### src/rtl/rv_ctrl_pkg.sv
// Shared encodings for the multi-cycle RV64I control path: FSM states, opcodes,
// and the select encodings driven into the datapath and the immediate generator.
package rv_ctrl_pkg;

  localparam logic [2:0] S_FETCH  = 3'd0;
  localparam logic [2:0] S_DECODE = 3'd1;
  localparam logic [2:0] S_EXEC   = 3'd2;
  localparam logic [2:0] S_MEM    = 3'd3;
  localparam logic [2:0] S_WB     = 3'd4;
  localparam logic [2:0] S_TRAP   = 3'd5;

  localparam logic [6:0] OPC_LOAD     = 7'b0000011;
  localparam logic [6:0] OPC_STORE    = 7'b0100011;
  localparam logic [6:0] OPC_OP_IMM   = 7'b0010011;
  localparam logic [6:0] OPC_OP_IMM32 = 7'b0011011;
  localparam logic [6:0] OPC_OP       = 7'b0110011;
  localparam logic [6:0] OPC_OP32     = 7'b0111011;
  localparam logic [6:0] OPC_BRANCH   = 7'b1100011;
  localparam logic [6:0] OPC_LUI      = 7'b0110111;
  localparam logic [6:0] OPC_AUIPC    = 7'b0010111;
  localparam logic [6:0] OPC_JAL      = 7'b1101111;
  localparam logic [6:0] OPC_JALR     = 7'b1100111;

  localparam logic [2:0] IMM_I  = 3'd0;
  localparam logic [2:0] IMM_S  = 3'd1;
  localparam logic [2:0] IMM_SB = 3'd2;
  localparam logic [2:0] IMM_U  = 3'd3;
  localparam logic [2:0] IMM_UJ = 3'd4;

  localparam logic [1:0] PC_PLUS4 = 2'd0;
  localparam logic [1:0] PC_IMM   = 2'd1;
  localparam logic [1:0] PC_ALU   = 2'd2;

  localparam logic [1:0] SRCA_RS1  = 2'd0;
  localparam logic [1:0] SRCA_PC   = 2'd1;
  localparam logic [1:0] SRCA_ZERO = 2'd2;

  localparam logic [1:0] ALU_ADD   = 2'd0;
  localparam logic [1:0] ALU_CMP   = 2'd1;
  localparam logic [1:0] ALU_FUNCT = 2'd2;

  localparam logic [1:0] WB_ALU = 2'd0;
  localparam logic [1:0] WB_MEM = 2'd1;
  localparam logic [1:0] WB_PC4 = 2'd2;

  function automatic logic opc_legal(input logic [6:0] op);
    case (op)
      OPC_LOAD, OPC_STORE, OPC_OP_IMM, OPC_OP_IMM32, OPC_OP, OPC_OP32,
      OPC_BRANCH, OPC_LUI, OPC_AUIPC, OPC_JAL, OPC_JALR: opc_legal = 1'b1;
      default:                                           opc_legal = 1'b0;
    endcase
  endfunction

  function automatic logic [2:0] imm_sel_of(input logic [6:0] op);
    case (op)
      OPC_STORE:          imm_sel_of = IMM_S;
      OPC_BRANCH:         imm_sel_of = IMM_SB;
      OPC_LUI, OPC_AUIPC: imm_sel_of = IMM_U;
      OPC_JAL:            imm_sel_of = IMM_UJ;
      default:            imm_sel_of = IMM_I;
    endcase
  endfunction

endpackage

### src/rtl/rv_multicycle_ctrl_branch.sv
// Branch condition evaluation: funct3 plus ALU compare flags to taken.
module rv_branch_cond (
  input  logic [2:0] funct3_i,
  input  logic       zero_i,
  input  logic       lt_i,
  input  logic       ltu_i,
  output logic       taken_o
);

  always_comb begin
    case (funct3_i)
      3'b000:  taken_o = zero_i;
      3'b001:  taken_o = ~zero_i;
      3'b100:  taken_o = lt_i;
      3'b101:  taken_o = ~lt_i;
      3'b110:  taken_o = ltu_i;
      3'b111:  taken_o = ~ltu_i;
      default: taken_o = 1'b0;
    endcase
  end

endmodule

### src/rtl/rv_multicycle_ctrl.sv
// Main control FSM for the multi-cycle RV64I datapath (shared memory port).
// Optional RV_CTRL_INSTRET_CNT_EN adds a 64-bit retired-instruction counter.
module rv_multicycle_ctrl import rv_ctrl_pkg::*; #(
  parameter logic [2:0] RESET_STATE = S_FETCH
) (
  input  logic        clk,
  input  logic        reset,
  input  logic [6:0]  opcode,
  input  logic [2:0]  funct3,
  input  logic        alu_zero,
  input  logic        alu_lt,
  input  logic        alu_ltu,
  input  logic        mem_ready,
  output logic        mem_req,
  output logic        mem_we,
  output logic        mem_ifetch,
  output logic        ir_write,
  output logic        pc_write,
  output logic [1:0]  pc_src,
  output logic [2:0]  imm_sel,
  output logic [1:0]  alu_src_a,
  output logic        alu_src_b,
  output logic [1:0]  alu_op,
  output logic        alu_word,
  output logic        reg_write,
  output logic [1:0]  wb_sel,
`ifdef RV_CTRL_INSTRET_CNT_EN
  output logic [63:0] instret,
`endif
  output logic        illegal
);

  logic [2:0] state_q, state_d;
  logic       taken;

  logic is_load, is_store, is_branch, is_jal, is_jalr, is_lui, is_auipc;
  logic is_op, is_op32, is_opimm, is_opimm32;
  assign is_load    = (opcode == OPC_LOAD);
  assign is_store   = (opcode == OPC_STORE);
  assign is_branch  = (opcode == OPC_BRANCH);
  assign is_jal     = (opcode == OPC_JAL);
  assign is_jalr    = (opcode == OPC_JALR);
  assign is_lui     = (opcode == OPC_LUI);
  assign is_auipc   = (opcode == OPC_AUIPC);
  assign is_op      = (opcode == OPC_OP);
  assign is_op32    = (opcode == OPC_OP32);
  assign is_opimm   = (opcode == OPC_OP_IMM);
  assign is_opimm32 = (opcode == OPC_OP_IMM32);

  // ALU operand/op selects for the decoded class; held from EXEC through WB
  logic [1:0] dp_src_a, dp_op;
  logic       dp_src_b;
  assign dp_src_a = is_lui ? SRCA_ZERO : (is_auipc ? SRCA_PC : SRCA_RS1);
  assign dp_src_b = ~(is_op | is_op32 | is_branch);
  assign dp_op    = (is_op | is_op32 | is_opimm | is_opimm32) ? ALU_FUNCT :
                    (is_branch ? ALU_CMP : ALU_ADD);

  rv_branch_cond u_branch_cond (
    .funct3_i (funct3),
    .zero_i   (alu_zero),
    .lt_i     (alu_lt),
    .ltu_i    (alu_ltu),
    .taken_o  (taken)
  );

  // Outputs are forced low while reset is held so mem_req drops without a clock edge
  always_comb begin
    state_d    = state_q;
    mem_req    = 1'b0;
    mem_we     = 1'b0;
    mem_ifetch = 1'b0;
    ir_write   = 1'b0;
    pc_write   = 1'b0;
    pc_src     = PC_PLUS4;
    imm_sel    = IMM_I;
    alu_src_a  = SRCA_RS1;
    alu_src_b  = 1'b0;
    alu_op     = ALU_ADD;
    alu_word   = 1'b0;
    reg_write  = 1'b0;
    wb_sel     = WB_ALU;
    illegal    = 1'b0;
    if (!reset) begin
      if (state_q == S_EXEC || state_q == S_MEM || state_q == S_WB) begin
        imm_sel   = imm_sel_of(opcode);
        alu_src_a = dp_src_a;
        alu_src_b = dp_src_b;
        alu_op    = dp_op;
        alu_word  = is_op32 | is_opimm32;
      end
      case (state_q)
        S_FETCH: begin
          mem_req    = 1'b1;
          mem_ifetch = 1'b1;
          if (mem_ready) begin
            ir_write = 1'b1;
            pc_write = 1'b1;
            state_d  = S_DECODE;
          end
        end
        S_DECODE: begin
          imm_sel = imm_sel_of(opcode);
          state_d = opc_legal(opcode) ? S_EXEC : S_TRAP;
        end
        S_EXEC: begin
          if (is_branch) begin
            pc_write = taken;
            pc_src   = taken ? PC_IMM : PC_PLUS4;
            state_d  = S_FETCH;
          end else if (is_jal || is_jalr) begin
            pc_write = 1'b1;
            pc_src   = is_jal ? PC_IMM : PC_ALU;
            state_d  = S_WB;
          end else if (is_load || is_store) begin
            state_d = S_MEM;
          end else begin
            state_d = S_WB;
          end
        end
        S_MEM: begin
          mem_req = 1'b1;
          mem_we  = is_store;
          if (mem_ready) state_d = is_load ? S_WB : S_FETCH;
        end
        S_WB: begin
          reg_write = 1'b1;
          wb_sel    = is_load ? WB_MEM : ((is_jal || is_jalr) ? WB_PC4 : WB_ALU);
          state_d   = S_FETCH;
        end
        S_TRAP:  illegal = 1'b1;
        default: state_d = RESET_STATE;
      endcase
    end
  end

  always_ff @(posedge clk or posedge reset) begin
    if (reset) state_q <= RESET_STATE;
    else       state_q <= state_d;
  end

`ifdef RV_CTRL_INSTRET_CNT_EN
  logic [63:0] instret_q, instret_d;
  logic        retire;
  assign retire    = (state_q == S_EXEC || state_q == S_MEM || state_q == S_WB) &&
                     (state_d == S_FETCH);
  assign instret_d = retire ? instret_q + 64'd1 : instret_q;

  always_ff @(posedge clk or posedge reset) begin
    if (reset) instret_q <= '0;
    else       instret_q <= instret_d;
  end

  assign instret = instret_q;
`endif

endmodule
### config.mk
export PLATFORM = sky130hd
export DESIGN_NAME = rv_multicycle_ctrl
export DESIGN_NICKNAME = d
export VERILOG_FILES = /design/src/rtl/rv_ctrl_pkg.sv /design/src/rtl/rv_multicycle_ctrl_branch.sv /design/src/rtl/rv_multicycle_ctrl.sv
export SDC_FILE = /design/constraint.sdc
export NUM_CORES = 1
export LEC_CHECK = 0
export CORE_MARGIN = 4
export CORE_UTILIZATION = 40
export CTS_CLUSTER_DIAMETER = 50
export CTS_CLUSTER_SIZE = 30
export DETAILED_ROUTE_END_ITERATION = 10
export PLACE_DENSITY = 0.84
export SYNTH_ARGS = -nofsm -noshare
export SYNTH_HDL_FRONTEND = slang
export SYNTH_SLANG_ARGS = --single-unit
### constraint.sdc
create_clock -name clk -period 2.3 [get_ports clk]
set_input_delay 0.23 -clock clk [delete_from_list [all_inputs] [get_ports clk]]
set_output_delay 0.23 -clock clk [all_outputs]
set_load 0.01 [all_outputs]
==> results of run 1 <==
what timing repair did:
item	4_1_cts	5_1_grt
gates resized for setup	14	13
buffers inserted	0	1
endpoints found under the setup margin	11	8
hold endpoints to repair	0	0
hold buffers	0	0
pin swaps	0	2
cell usage after synthesis (2+ instances only):
library cell,count
nor3_1,9
nand2_1,7
nor2_1,7
or3_1,6
a21oi_1,5
inv_1,5
nand2b_1,5
clkbuf_1,3
dfrtp_1,3
nor2b_1,3
o21ai_0,3
xnor2_1,3
a21o_1,2
mux2i_1,2
nand3_1,2
nor4b_1,2
o21a_1,2
or3_4,2
worst min-delay path, cell delays in order:
cell             delay, ns
clkdlybuf4s50_1       0.46
buf_4                 0.17
inv_1                 0.06
buf_4                 0.14
cell type report:
type | instances | share of cell area
Inverter | 5 | 0.0165
Timing Repair Buffer | 52 | 0.405
Multi-Input combinational cell | 79 | 0.470
Sequential cell | 3 | 0.0683
Tap cell | 15 | 0.0165
Clock buffer | 4 | 0.0231
cells by family after synthesis:
family | after synthesis
XOR/XNOR | 4
AO/OA/AOI/OAI | 21
AND/OR/NAND/NOR | 52
multiplexers | 2
buffers and inverters | 9
flip-flops | 3
cell usage in the layout (no fill, tap or decap), types with 3 or more instances in the layout:
cell type        count
o21ai_0              3
or3_1                5
dlygate4sd2_1        8
nand2b_1             5
nor3_2               4
a21oi_1              5
clkbuf_4             3
nor3_1               6
nor2_1               6
nand2_1              7
nor2b_1              3
inv_1                5
buf_4               17
or3_4                3
xnor2_1              3
clkdlybuf4s50_1     22
worst paths after layout:
| kind | start | to |
|---|---|---|
| min reg2reg | state_q[1] | state_q[1] |
| min in group clk | state_q[1] | state_q[1] |
| max in group asynchronous | reset | state_q[1] |
| min | reset | state_q[2] |
| max | opcode[4] | pc_write |
| max reg2reg | state_q[0] | state_q[1] |
power groups by stage:
stage / registers, uW / clock network, uW / logic (uW)
after floorplan: 68.2 / 0 / 120
after global placement: 84.2 / 0 / 200
after detailed placement: 86.2 / 0 / 207
after CTS: 85.5 / 96.9 / 208
after global routing: 91.5 / 101 / 232
final: 88.6 / 96.8 / 211
metrics by stage:
stage / TNS [ns] / power, uW / setup WS, ns
4_1_cts: 0 / 391 / 0.0289
2_1_floorplan: 0 / 188 / 0.603
6_report: 0 / 396 / 0.0469
3_5_place_dp: -1.66 / 293 / -0.234
3_3_place_gp: -1.44 / 284 / -0.223
5_1_grt: -0.0229 / 425 / -0.0136
layer usage:
metal | track usage | part of all wire | wire length, um
met5 | 0 | 0 | 0
met3 | 0.0564 | 0.074 | 162
met1 | 0.263 | 0.43 | 943
met2 | 0.385 | 0.48 | 1040
met4 | 0.0829 | 0.014 | 31
==> out/metrics.yaml, run 1 <==
critical_path:
  path_depth: 6
  critPathRequiredTime_ns: 2.07
  arrival_ns: 2.02
  crit_chain: "clkdlybuf4s50_1 -> or3_4 -> or3_4 -> a211oi_4 -> o21bai_2 -> clkdlybuf4s15_1"
  crit_buf_inv: 2
  critPathCaptureType: "primary output"
  critPathKind: "input port to primary output"
  critPathMostFrequentCell: "or3_4"
  slowest_stage: "or3_4"
  worstSetupStartpointType: "input port"
  worstPathMaxFanout: 5
  cpPeakStageDelay_ns: 0.43
  r2r_slack_ns: 0.72
  cp_top_family: "simple AND/OR/NAND/NOR gates"
  r2r_cells: 5
global_routing:
  grt_pass1_vias: 879
  grt_pass1_wl_mm: 3.59
  grt_max_degree: 11
  grt.overflow.total: 0
  grt_usage: 0.223
  antenna_found_initial: 0
synthesis:
  synth_warnings: 0
  syn_nets: 107
  synthMuxAreaShare: 0.0322
  postSynth.asyncResetShare: 1.00
  ys_seq_elements: 3
  synth_xor_area_frac: 0.0563
  synth_area_leaders: "dfrtp_1, nor3_1, or3_1"
  synth_top_family_by_area: "simple AND/OR/NAND/NOR gates"
  syn_area_um2: 622
  synth_compound_area_frac: 0.249
  synthCells: 91
  ys_seq_area_frac: 0.121
  ys.flop_type: "dfrtp_1"
  synth-edff-count: 0
  synth.distinct_cells: 38
  synth-simple-area-share: 0.485
  synth_top_cell_by_area: "dfrtp_1"
  syn_avg_cell_area_um2: 6.83
  yosys.area_share.adder: 0
  synth.top_cell.area_share: 0.121
clocking:
  clk_pin_slew_ns: 0.04
  cts_sinks: 3
  htree_levels: 1
  worstSkewPairLatency_ns: 0.24
  clk_path_buf_depth: 2
  cts_made_buffers: 3
  cts_tree: "built"
  root_buffer: "clkbuf_4"
place:
  place.gp.congestion: 0.866
  hpwl_mm: 1.75
  placedCellCount: 153
  place_area_um2: 1090
  port_buffers: 35
sta:
  finalWorstPathRequiredPeriod_ns: 2.25
  finClkSkew_ns: 0.0105
  setup_viol: 0
  slew_viol_final: 0
  hold_viol: 0
  worstMarginPinSlew_ns: 0.318
  clock.fmax_mhz: 444
  hold_ws_ns: 0.485
  timing.slew.headroom: 0.786
  fin_crit_sh: 0.980
floorplanning:
  fp.coreArea_um2: 1380
  initial_core_util: 0.450
  die_y_um: 47.4
  die_x_um: 47.4
  num_io_pins: 36
  dieArea_um2: 2250
  rows: 13
finish:
  syn_to_final_growth_pct: 82.7
  final_cells: 158
  drive_above_1_share: 0.238
  regMostFlops: "state_q"
  finalNetCount: 160
  fillers: 98
  ff_latch_area_um2: 77.6
  utilization: 0.822
  largest_registers: "state_q: 3 flops"
  fin_area_um2: 1140
  largest_reg_flops: 3
  diodes: 0
  multi_input_area_um2: 534
power_and_ir_drop:
  irDropWorstVdd_mv: 0.239
  p_seq_frac: 0.224
  p_int_uw: 242
  clkPwrFrac: 0.244
  p_sw_uw: 155
  p_comb_frac: 0.532
  power_density_nw_per_um2: 349
  p_leak_uw: 0.000473
  swShare: 0.390
min_path:
  holdCritPathClass: "input port to async pin"
detailed_routing:
  routedWlPerCell_um: 13.8
  drtIter0Drc: 26
  drc: 0
  dr.pass1.iters: 4
  routed_wl_mm: 2.18
  postRouteAntennaNets: 0
  via_per_inst: 5.45
  dr_total_vias: 861
run_status:
  status: "completed"
run:
  maxCapViolations: 0
(Power assumes the default switching activity.)
==> run 2, diff against run 1 <==
--- a/config.mk
+++ b/config.mk
@@ -11,6 +11,7 @@
 export CTS_CLUSTER_SIZE = 30
 export DETAILED_ROUTE_END_ITERATION = 10
 export PLACE_DENSITY = 0.84
+export SETUP_SLACK_MARGIN = 0.1
 export SYNTH_ARGS = -nofsm -noshare
 export SYNTH_HDL_FRONTEND = slang
 export SYNTH_SLANG_ARGS = --single-unit
==> out/metrics.yaml, run 2 (synthesis results as in run 1) <==
run_status:
  status: "completed"
critical_path:
  critPathMostFrequentCell: "or3_4"
  cp_top_family: "simple AND/OR/NAND/NOR gates"
  worstSetupStartpointType: "input port"
  slowest_stage: "clkdlybuf4s50_1"
  critPathKind: "input port to primary output"
  critPathRequiredTime_ns: 2.07  # about the same
  arrival_ns: 1.91  # -0.11 ns
  crit_chain: "clkdlybuf4s50_1 -> or3_4 -> or3_4 -> a211oi_4 -> o21bai_2 -> buf_2"
  worstPathMaxFanout: 5  # unchanged
  critPathCaptureType: "primary output"
  crit_buf_inv: 2  # unchanged
  cpPeakStageDelay_ns: 0.43  # about the same
finish:
  layout_commonest_cell: "clkdlybuf4s50_1"
  diodes: 0  # unchanged
  largest_reg_flops: 3  # unchanged
  syn_to_final_growth_pct: 82.9
  utilization: 0.823  # +0.000905
  finalNetCount: 160  # unchanged
  mostFrequentLayoutCells: "clkdlybuf4s50_1, buf_4, dlygate4sd2_1, nand2_1, nor2_1"
  fin_area_um2: 1140  # +0.11%
  drive_above_1_share: 0.266  # +0.0280
  regMostFlops: "state_q"
  largest_registers: "state_q: 3 flops"
floorplanning:
  initial_core_util: 0.450  # unchanged
  die_x_um: 47.4  # unchanged
  fp.coreArea_um2: 1380  # unchanged
  num_io_pins: 36  # unchanged
  dieArea_um2: 2250  # unchanged
  die_y_um: 47.4  # unchanged
  rows: 13  # unchanged
detailed_routing:
  drtIter0Drc: 32  # +23%
  postRouteAntennaNets: 0  # unchanged
  dr.pass1.iters: 4  # unchanged
  dr_total_vias: 886  # +2.9%
  via_per_inst: 5.61  # +2.9%
  routedWlPerCell_um: 14.6  # +5.5%
  drc: 0  # unchanged
  routed_wl_mm: 2.30  # +5.5%
sta:
  setup_viol: 0  # unchanged
  rsz0062_at_grt: "false"
  hold_ws_ns: 0.486  # +0.00165 ns
  finClkSkew_ns: 0.0104  # -0.0000358 ns
  slew_viol_final: 0  # unchanged
  fin_crit_sh: 0.931  # -0.0489
  worstMarginPinSlew_ns: 0.318  # -0.000986 ns
  timing.slew.headroom: 0.787  # about the same
  finalWorstPathRequiredPeriod_ns: 2.14  # -0.112 ns
  clock.fmax_mhz: 467  # +5.3%
  hold_viol: 0  # unchanged
place:
  place.gp.congestion: 0.866  # unchanged
  place_area_um2: 1090  # unchanged
  port_buffers: 35  # unchanged
  hpwl_mm: 1.75  # unchanged
global_routing:
  grt_pass1_wl_mm: 3.59  # unchanged
  grt_max_degree: 11  # unchanged
  antenna_found_initial: 0  # unchanged
  grt_usage: 0.223  # unchanged
  grt_pass1_vias: 877  # -0.23%
  grt.overflow.total: 0  # unchanged
clocking:
  cts_made_buffers: 3  # unchanged
  root_buffer: "clkbuf_4"
  htree_levels: 1  # unchanged
  clk_pin_slew_ns: 0.04  # about the same
  worstSkewPairLatency_ns: 0.24  # about the same
  cts_tree: "built"
  clk_path_buf_depth: 2  # unchanged
  cts_sinks: 3  # unchanged
  holdBufCountCts: 0  # unchanged
power_and_ir_drop:
  power_density_nw_per_um2: 349  # about the same
  power_uw: 396  # about the same
  irDropWorstVdd_mv: 0.235  # -1.6%
  p_leak_uw: 0.000505  # +6.7%
run:
  maxCapViolations: 0  # unchanged
min_path:
  holdCritPathClass: "input port to async pin"
## run 2: where the power goes
group          internal [uW]  switching (uW)  total (uW)
registers               63.8            22.8        86.7
logic                    111             102         213
clock network           65.2            31.9        97.2
total                    240             157         396
## run 2: tightest hold or removal path: stages
cell	delay, ns
clkdlybuf4s50_1	0.46
buf_4	0.17
inv_1	0.06
buf_4	0.14
## run 2: final timing paths
kind                            startpoint         end  slack [ns]  cells past startpoint
min in group clk                 opcode[4]  state_q[2]        0.64                      5
worst min-delay path                 reset  state_q[2]        0.49                      4
max in group asynchronous            reset  state_q[0]        1.68                      4
worst min register to register  state_q[0]  state_q[0]        0.68                      2
worst max-delay path             opcode[3]    pc_write        0.16                      6
worst max register to register  state_q[0]  state_q[1]        0.72                      5
## run 2: through the flow
step / std cells / worst slack (ns) / setup TNS, ns
4_1_cts: 157 / 0.0296 / 0
3_3_place_gp: 153 / -0.223 / -1.44
5_1_grt: 158 / 0.0665 / 0
6_report: 158 / 0.159 / 0
3_5_place_dp: 153 / -0.234 / -1.66
2_1_floorplan: 91 / 0.603 / 0
## run 2: cell type report
type / count / area [um^2]
inverter: 5 / 18.8
multi-input combinational: 79 / 548
clock buffer: 4 / 26.3
tap: 15 / 18.8
sequential: 3 / 76.3
timing repair buffer: 52 / 449
fill: 95 / 245
## run 2: what timing repair did
item                       CTS  global route
resized for setup           19            21
setup endpoints to repair   15            10
setup buffers                0             1
pin swaps                    2             5
## run 2: per-layer routing
metal  wire, um  up-vias  GRT usage
met1        911      397      0.263
met3        226        8     0.0564
met5          0        -          0
li1           -      432          -
met2       1120       49      0.385
met4         44        0     0.0829
==> run 3, diff against run 2 <==
--- a/config.mk
+++ b/config.mk
@@ -6,12 +6,13 @@
 export NUM_CORES = 1
 export LEC_CHECK = 0
 export CORE_MARGIN = 4
-export CORE_UTILIZATION = 40
+export CORE_UTILIZATION = 38
 export CTS_CLUSTER_DIAMETER = 50
 export CTS_CLUSTER_SIZE = 30
 export DETAILED_ROUTE_END_ITERATION = 10
-export PLACE_DENSITY = 0.84
+export PLACE_DENSITY = 0.77
 export SETUP_SLACK_MARGIN = 0.1
 export SYNTH_ARGS = -nofsm -noshare
 export SYNTH_HDL_FRONTEND = slang
+export SYNTH_HIERARCHICAL = 1
 export SYNTH_SLANG_ARGS = --single-unit
==> constraint.sdc (replaced) <==
create_clock -name clk -period 2.3 [get_ports clk]
set_input_delay 0.575 -clock clk [delete_from_list [all_inputs] [get_ports clk]]
set_output_delay 0.575 -clock clk [all_outputs]
set_load 0.01 [all_outputs]
==> out/metrics.yaml, run 3 <==
global_routing:
  grt_pass1_vias: 1255  # +43%
  grt_usage: 0.300  # +0.0769
  grt.overflow.total: 0  # unchanged
  grt_pass1_wl_mm: 5.95  # +66%
  antenna_found_initial: 0  # unchanged
  grt_max_degree: 13  # +2
finish:
  drive_above_1_share: 0.637  # +0.371
  diodes: 0  # unchanged
  largest_registers: "state_q: 3 flops"
  finalNetCount: 207  # +29%
  largest_reg_flops: 3  # unchanged
  fillers: 81  # -15%
  regMostFlops: "state_q"
  syn_to_final_growth_pct: 121
  utilization: 0.900  # +0.0770
  mostFrequentLayoutCells: "buf_4, buf_2, buf_6, nor2_1"
  ff_latch_area_um2: 78.8  # +3.3%
  multi_input_area_um2: 777  # +42%
  final_cells: 215  # +36%
  layout_commonest_cell: "buf_4"
clocking:
  cts_made_buffers: 3  # unchanged
  cts_sinks: 3  # unchanged
  root_buffer: "clkbuf_4"
  clk_pin_slew_ns: 0.04  # about the same
  cts_tree: "built"
  holdBufCountCts: 0  # unchanged
  htree_levels: 1  # unchanged
  clk_path_buf_depth: 2  # unchanged
  worstSkewPairLatency_ns: 0.24  # about the same
sta:
  clock.fmax_mhz: 413  # -12%
  layout_setup_ws_ns: -0.120  # -0.279 ns
  finalWorstPathRequiredPeriod_ns: 2.42  # +0.279 ns
  timing.slew.headroom: 0.771  # -0.0155
  fin_crit_sh: 1.05  # +0.121
  worstMarginPinSlew_ns: 0.341  # +0.0231 ns
  slew_viol_final: 0  # unchanged
  hold_viol: 0  # unchanged
  finClkSkew_ns: 0.00382  # -0.00660 ns
  tns_ns: -0.389  # -0.389 ns
  setup_viol: 6  # +6
  rsz0062_at_grt: "true"
synthesis:
  synth-edff-count: 0  # unchanged
  ys_seq_elements: 3  # unchanged
  synthCells: 112  # +23%
  synth_area_leaders: "dfrtp_1, nor2_1, a21oi_1"
  ys.flop_type: "dfrtp_1"
  yosysMostFrequentCell: "nor2_1"
  netlist_top_cells_count: "nor2_1, clkbuf_1, nand2_1, a21oi_1, nor4_1"
  syn_nets: 128  # +20%
  syn_area_um2: 709  # +14%
  syn_avg_cell_area_um2: 6.33  # -7.3%
  synth_warnings: 6  # +6
  postSynth.asyncResetShare: 1.00  # unchanged
  synth.distinct_cells: 38  # unchanged
  ys_seq_area_frac: 0.106  # -0.0149
  synth_top_cell_by_area: "dfrtp_1"
  synth.top_cell.area_share: 0.106  # -0.0149
detailed_routing:
  routedWlPerCell_um: 20.3  # +39%
  drc: 0  # unchanged
  dr.pass1.iters: 4  # unchanged
  postRouteAntennaNets: 0  # unchanged
  routed_wl_mm: 4.36  # +89%
  dr_total_vias: 1317  # +49%
  drtIter0Drc: 96  # +200%
  via_per_inst: 6.13  # +9.2%
place:
  hpwl_mm: 2.27  # +29%
  place.gp.congestion: 0.907  # +4.7%
  placedCellCount: 198  # +29%
  port_buffers: 35  # unchanged
critical_path:
  worstReg2RegStart: "state_q[1]"
  arrival_ns: 1.84  # -0.07 ns
  worstSetupStartpointType: "register"
  r2r_end: "state_q[0]"
  cp-endpoint: "alu_src_a[1]"
  critPathRequiredTime_ns: 1.73  # -0.34 ns
  worstPathMaxFanout: 4  # -1
  critPathLaunch: "state_q[1]"
  r2r_cells: 8  # +3
  critPathCaptureType: "primary output"
  r2r_slack_ns: 0.35  # -0.37 ns
  critPathKind: "register to primary output"
power_and_ir_drop:
  power_density_nw_per_um2: 583  # +67%
  irDropWorstVdd_mv: 0.727  # +210%
  p_leak_uw: 0.000718  # +42%
floorplanning:
  num_io_pins: 36  # unchanged
  fp.coreArea_um2: 1750  # +26%
  die_y_um: 51.2  # +8.0%
  initial_core_util: 0.406  # -0.0433
  dieArea_um2: 2620  # +17%
  die_x_um: 51.2  # +8.0%
  rows: 15  # +2
run_status:
  failed_checks: "setup timing"
  status: "complete, but fails checks"
min_path:
  holdCritPathClass: "input port to async pin"
run:
  maxCapViolations: 0  # unchanged
==> run 3: power by group <==
part | switching, uW | internal (uW)
Sequential | 46.8 | 77.4
Clock | 33.2 | 65.4
Combinational | 352 | 340
Total | 432 | 483
==> run 3: routing by layer <==
layer | track usage | vias to the layer above | part of all wire
li1 | - | 566 | -
met1 | 0.378 | 611 | 0.38
met2 | 0.515 | 115 | 0.46
met3 | 0.0583 | 25 | 0.10
met4 | 0.0807 | 0 | 0.050
met5 | 0 | - | 0
==> run 3: timing repair <==
item                                    in CTS  in global routing
pin swaps                                   19                 13
setup buffers                               10                  3
endpoints found under the setup margin      23                 19
gates resized for setup                    134                 38
cloned                                       0                  0
hold endpoints to repair                     0                  0
==> run 3: stage by stage <==
step	worst slack, ns	hold slack [ns]	instance area (um^2)	total power (uW)
floorplan	0.0761	0.352	744	377
detailed placement	-0.758	0.747	1360	633
CTS	-0.0791	0.459	1480	796
finish	-0.120	0.378	1570	915
global route	-0.176	0.381	1570	958
global placement	-0.743	0.719	1360	623
==> run 3: worst max-delay path: stages, from the launching register on <==
cell and delay, ns:
dfrtp_2 0.44, buf_6 0.13, nor3b_4 0.19, o21ai_2 0.10, or4_4 0.44, nor2_2 0.15
buf_2 0.16
==> run 3: cell families after synthesis <==
group,after synthesis,synth area share
mux,1,0.0141
simple gates,61,0.478
compound gates,28,0.270
buf+inv,16,0.0952
flops,3,0.106
xor+xnor,3,0.0370
==> run 3: cell type report <==
type	count	area share
multi-input cells	93	0.495
well taps	25	0.0199
repair buffers	86	0.409
flip-flops and latches	3	0.0502
clock buffers	4	0.0167
inverters	4	0.00956
==> run 3: worst min path at each step <==
stage | from | end | slack, ns | cells after the start
2_1_floorplan | reset | state_q[0] | 0.35 | 1
3_3_place_gp | state_q[1] | state_q[0] | 0.72 | 3
3_5_place_dp | state_q[0] | state_q[0] | 0.75 | 2
4_1_cts | reset | state_q[2] | 0.46 | 3
5_1_grt | reset | state_q[1] | 0.38 | 3
6_report | reset | state_q[1] | 0.38 | 3
